$ cat src/rtl/gf180mcu_fd_sc_mcu9t5v0__orn_pipe.sv
// Purpose: pipelined WIDTH-input OR reduction (4-input OR tree) with valid strobe and sticky flag.
// Latency: LEVELS cycles from an EN=1 sample to Z/ZV/ZS, LEVELS = max(1, ceil(log4(WIDTH))).
// Backpressure: none; accepts one sample per cycle, EN=0 bubbles travel through as ZV=0.
module gf180mcu_fd_sc_mcu9t5v0__orn_pipe #(
    parameter int WIDTH = 16
) (
`ifdef USE_POWER_PINS
    inout  wire              VDD,
    inout  wire              VSS,
`endif
    input  logic             CLK,
    input  logic             RST,
    input  logic             EN,
    input  logic [WIDTH-1:0] A,
    input  logic             CLR,
    output logic             Z,
    output logic             ZV,
    output logic             ZS
);

    // Number of nodes left after reducing w inputs by l levels of 4-input ORs.
    function automatic int width_at(input int w, input int l);
        int n;
        n = w;
        for (int i = 0; i < l; i++) begin
            n = (n + 3) / 4;
        end
        return n;
    endfunction

    // Tree depth; a single input still gets one register stage.
    function automatic int calc_levels(input int w);
        int n;
        int l;
        n = w;
        l = 0;
        while (n > 1) begin
            n = (n + 3) / 4;
            l++;
        end
        return (l < 1) ? 1 : l;
    endfunction

    localparam int LEVELS = calc_levels(WIDTH);

    for (genvar g = 0; g < LEVELS; g++) begin : lv
        localparam int NI = width_at(WIDTH, g);
        localparam int NO = width_at(WIDTH, g + 1);

        logic [NI-1:0]   din;
        logic            vin;
        logic [4*NO-1:0] pad;
        logic [NO-1:0]   red;
        logic [NO-1:0]   q;
        logic            v;

        if (g == 0) begin : src_in
            assign din = A;
            assign vin = EN;
        end else begin : src_prev
            assign din = lv[g-1].q;
            assign vin = lv[g-1].v;
        end

        // Zero-pad a trailing partial group, then OR each group of four.
        always_comb begin
            pad = '0;
            pad[NI-1:0] = din;
            red = '0;
            for (int o = 0; o < NO; o++) begin
                red[o] = |pad[4*o +: 4];
            end
        end

        // Valid shifts every cycle; data only loads behind a valid so it holds across bubbles.
        always_ff @(posedge CLK) begin
            if (RST) begin
                q <= '0;
                v <= 1'b0;
            end else begin
                v <= vin;
                if (vin) begin
                    q <= red;
                end
            end
        end
    end

    // Sticky flag: a valid 1-result arriving at the output stage wins over a same-edge clear.
    always_ff @(posedge CLK) begin
        if (RST) begin
            ZS <= 1'b0;
        end else begin
            ZS <= (CLR ? 1'b0 : ZS) | (lv[LEVELS-1].vin & lv[LEVELS-1].red[0]);
        end
    end

    assign Z  = lv[LEVELS-1].q[0];
    assign ZV = lv[LEVELS-1].v;

endmodule

$ cat config.mk
export PLATFORM = sky130hd
export DESIGN_NAME = gf180mcu_fd_sc_mcu9t5v0__orn_pipe
export DESIGN_NICKNAME = d
export VERILOG_FILES = /design/src/rtl/gf180mcu_fd_sc_mcu9t5v0__orn_pipe.sv
export SDC_FILE = /design/constraint.sdc
export NUM_CORES = 1
export LEC_CHECK = 0
export ABC_AREA = 1
export ABC_CLOCK_PERIOD_IN_PS = 1500
export BUFFER_PORTS_ARGS = -buffer_cell sky130_fd_sc_hd__clkbuf_2
export CORE_AREA = 2 2 39 41
export DETAILED_ROUTE_END_ITERATION = 8
export DIE_AREA = 0 0 41 43
export SLEW_MARGIN = 20
export SYNTH_ARGS = -nofsm -noshare
export SYNTH_HDL_FRONTEND = slang
export SYNTH_SLANG_ARGS = --single-unit
$ cat constraint.sdc
create_clock -name CLK -period 1.5 [get_ports CLK]
set_clock_uncertainty 0.1 [all_clocks]
set_input_delay 0.075 -clock CLK [delete_from_list [all_inputs] [get_ports CLK]]
set_output_delay 0.075 -clock CLK [all_outputs]
set_load 0.01 [all_outputs]
==> summary.txt <==
Outcome
  – Status: complete, no violations

Yosys
  – Yosys reg bits: 8
  – Async SR Flop Fraction: 0%
  – Synth Instances: 51
  – Synth Area in Compound Gates: 2.84%
  – Synth unique cells: 8
  – Synthesized Nets: 71
  – Synth area leaders: dfxtp_1, nor2_1, nand2_1
  – Adder-cell area share of the yosys netlist: 0%
  – Mapped Area: 353 µm²
  – Synth cell count leaders: nor2_1, dfxtp_1, nand2_1
  – Mux contribution to synthesized area: 0%
  – Synth Warn #: 0
  – Syn Area/Cell: 6.92 µm²
  – Top_reg_cell synth: dfxtp_1
  – Cell with the most instances after synthesis: nor2_1
  – EDFF count, synth: 0
  – Main combinational cell family by area after synthesis: simple AND/OR/NAND/NOR gates
  – Area leader, netlist: dfxtp_1
  – Synth top area share: 45.4%
  – Post-synthesis sequential area ratio: 45.4%
  – Simple-gate share of the synthesized area: 35.5%
  – Post-synthesis xor/xnor area fraction: 0%

Drt
  – Routed WL: 672 µm
  – First drt pass iteration count: 1
  – Via-to-Cell Ratio: 4.01
  – Drt drc: 0
  – Wirelength per Cell: 7.07 µm
  – Via count: 381
  – Antenna Nets Post-Route: 0
  – DR iter-0 viols: 0

Cells and area
  – Ratio of cells with drive above 1 in the final layout: 31.6%
  – Total of fill cells in the finished design: 162
  – Diode count: 0
  – Fin nets: 101
  – Area delta synth->final: 48.6%

Critical path
  – Max FO, Critical Path: 1
  – Cell Chain, Critical Path: dlygate4sd3_1 -> clkbuf_2 -> nor2_1 -> dlygate4sd3_1 -> nand3_1 -> nand2_1 -> inv_1
  – Slowest cell on crit path: dlygate4sd3_1
  – Stages on the worst setup path: 7
  – Crit-path leading delay family: buffers and inverters
  – CP endpoint kind: register
  – Buffers & Inverters on Critical Path: 4
  – Required time of the worst setup path: 1540 ps
  – Critical Setup Path Class: input pin to register
  – Startpoint types: input pin
  – CP arrival: 1470 ps
  – Worst path max stage delay: 540 ps
  – CP dominant cell by count: dlygate4sd3_1
  – FF-to-FF path depth: 4

Global route
  – Via count of the first global-routing pass: 309
  – Total grt overflow: 0
  – Initial antenna violation count: 0
  – Gr usage total: 9.17%
  – Global-route wire length before repair: 1100 µm
  – Largest net degree at the start of global routing: 10

CTS
  – CTS Sinks: 8
  – Num CTS Buffers: 3
  – Clk slew on worst S/H paths: 50 ps
  – Post_cts resized: 0
  – Root Buffer Master: clkbuf_4
  – H-Tree Depth: 1
  – Clk_lat worst skew: 240 ps
  – Setup bufs post-CTS: 0
  – Max Buffers Root-to-Sink: 2
  – CTS tree: done

Die
  – I/O pins: 23
  – Die area: 0.00176 mm²
  – Core region area: 0.00138 mm²
  – Die height: 43 µm
  – Die Wd: 41 µm
  – Effective utilization at floorplan: 25.5%
  – Site Rows: 14

Pwr
  – PD cells: 882 mW/mm²
  – Leak pwr: 0.000296 µW
  – Max IR drop VDD: 314 µV

STA
  – Final hold viol count: 0
  – Slew Limit Fails: 0
  – Worst Max-Slew Pin Slew: 174 ps
  – Period utilization: 94.8%
  – RSZ-0062 raised after global routing: false
  – Fin crit period: 1420 ps
  – Worst Slack Setup Final: 78.2 ps
  – FMAX: 703 MHz
  – Setup TNS: 0 ps
  – Slew margin rel.: 88.4%
  – Final setup viols: 0

Min path
  – Worst Hold Class: input pin to register
  – Hold Path Cell Cnt: 2

Placed design
  – GP Congestion: 0.658
  – Dpl hpwl: 521 µm
  – Place WS: 702 ps
  – Port Buf Inserts: 22

Job
  – Max-cap violations: 0
[worst paths after layout]
kind,from,to,slack (ps)
max,A[10],lv[0].q[2],80
min,RST,ZS,0.5
max reg2reg,lv[0].q[2],Z,700
min reg2reg,lv[0].v,ZV,350
[registers in the layout, indices dropped and copies added, names as in the netlist]
name / count
lv.q: 4
Z: 1
ZS: 1
ZV: 1
lv.v: 1
[power by group]
part,internal (µW),total [µW],switching (µW)
clock network,90.9,155,63.6
registers,227,233,6.35
logic,42.1,74.3,32.2
total,360,462,102
[cell usage in the layout, fill, tap and decap left out]
| cell type | synthesis | layout |
|---|---|---|
| clkbuf_2 | 0 | 22 |
| nor2_1 | 20 | 20 |
| dfxtp_1 | 8 | 8 |
| nand2_1 | 8 | 8 |
| inv_1 | 7 | 7 |
| dlygate4sd3_1 | 0 | 5 |
| nand3_1 | 4 | 4 |
| clkbuf_4 | 0 | 3 |
| a21oi_1 | 2 | 2 |
[routing by layer]
layer | share of wire (%) | global-route usage (%)
met4 | 0 | 6.00
met5 | 0 | 0
met2 | 54 | 14.7
met3 | 6.8 | 3.14
met1 | 39 | 9.45
[layout make-up]
cell class	count	area (µm²)	area share, %
Clock buffer	3	22.5	4.30
Inverter	7	26.3	5.01
Multi-Input combinational cell	34	135	25.8
Sequential cell	8	160	30.5
Tap cell	16	20.0	3.82
Timing Repair Buffer	27	160	30.5
[timing repair]
action / 4_1_cts / 5_1_grt
endpoints found under the setup margin: 0 / 2
hold buffers: 7 / 0
hold endpoints to repair: 4 / 0
[through the flow]
stage          total power, µW  std cells  hold slack (ps)  area (µm²)  util [%]
2_1_floorplan              278         51              134         353         -
3_3_place_gp               302         87              237         452      32.6
3_5_place_dp               303         87              235         452      32.6
4_1_cts                    476         97            0.288         544      39.3
5_1_grt                    494         95             7.13         524      37.9
6_report                   462         95            0.456         524      37.9
[cell families (layout without fill, tap and decap cells)]
group	Yosys count	after routing
flops	8	8
simple gates	32	32
compound gates	2	2
buf+inv	9	37
Power figures use the tool's default switching activity.
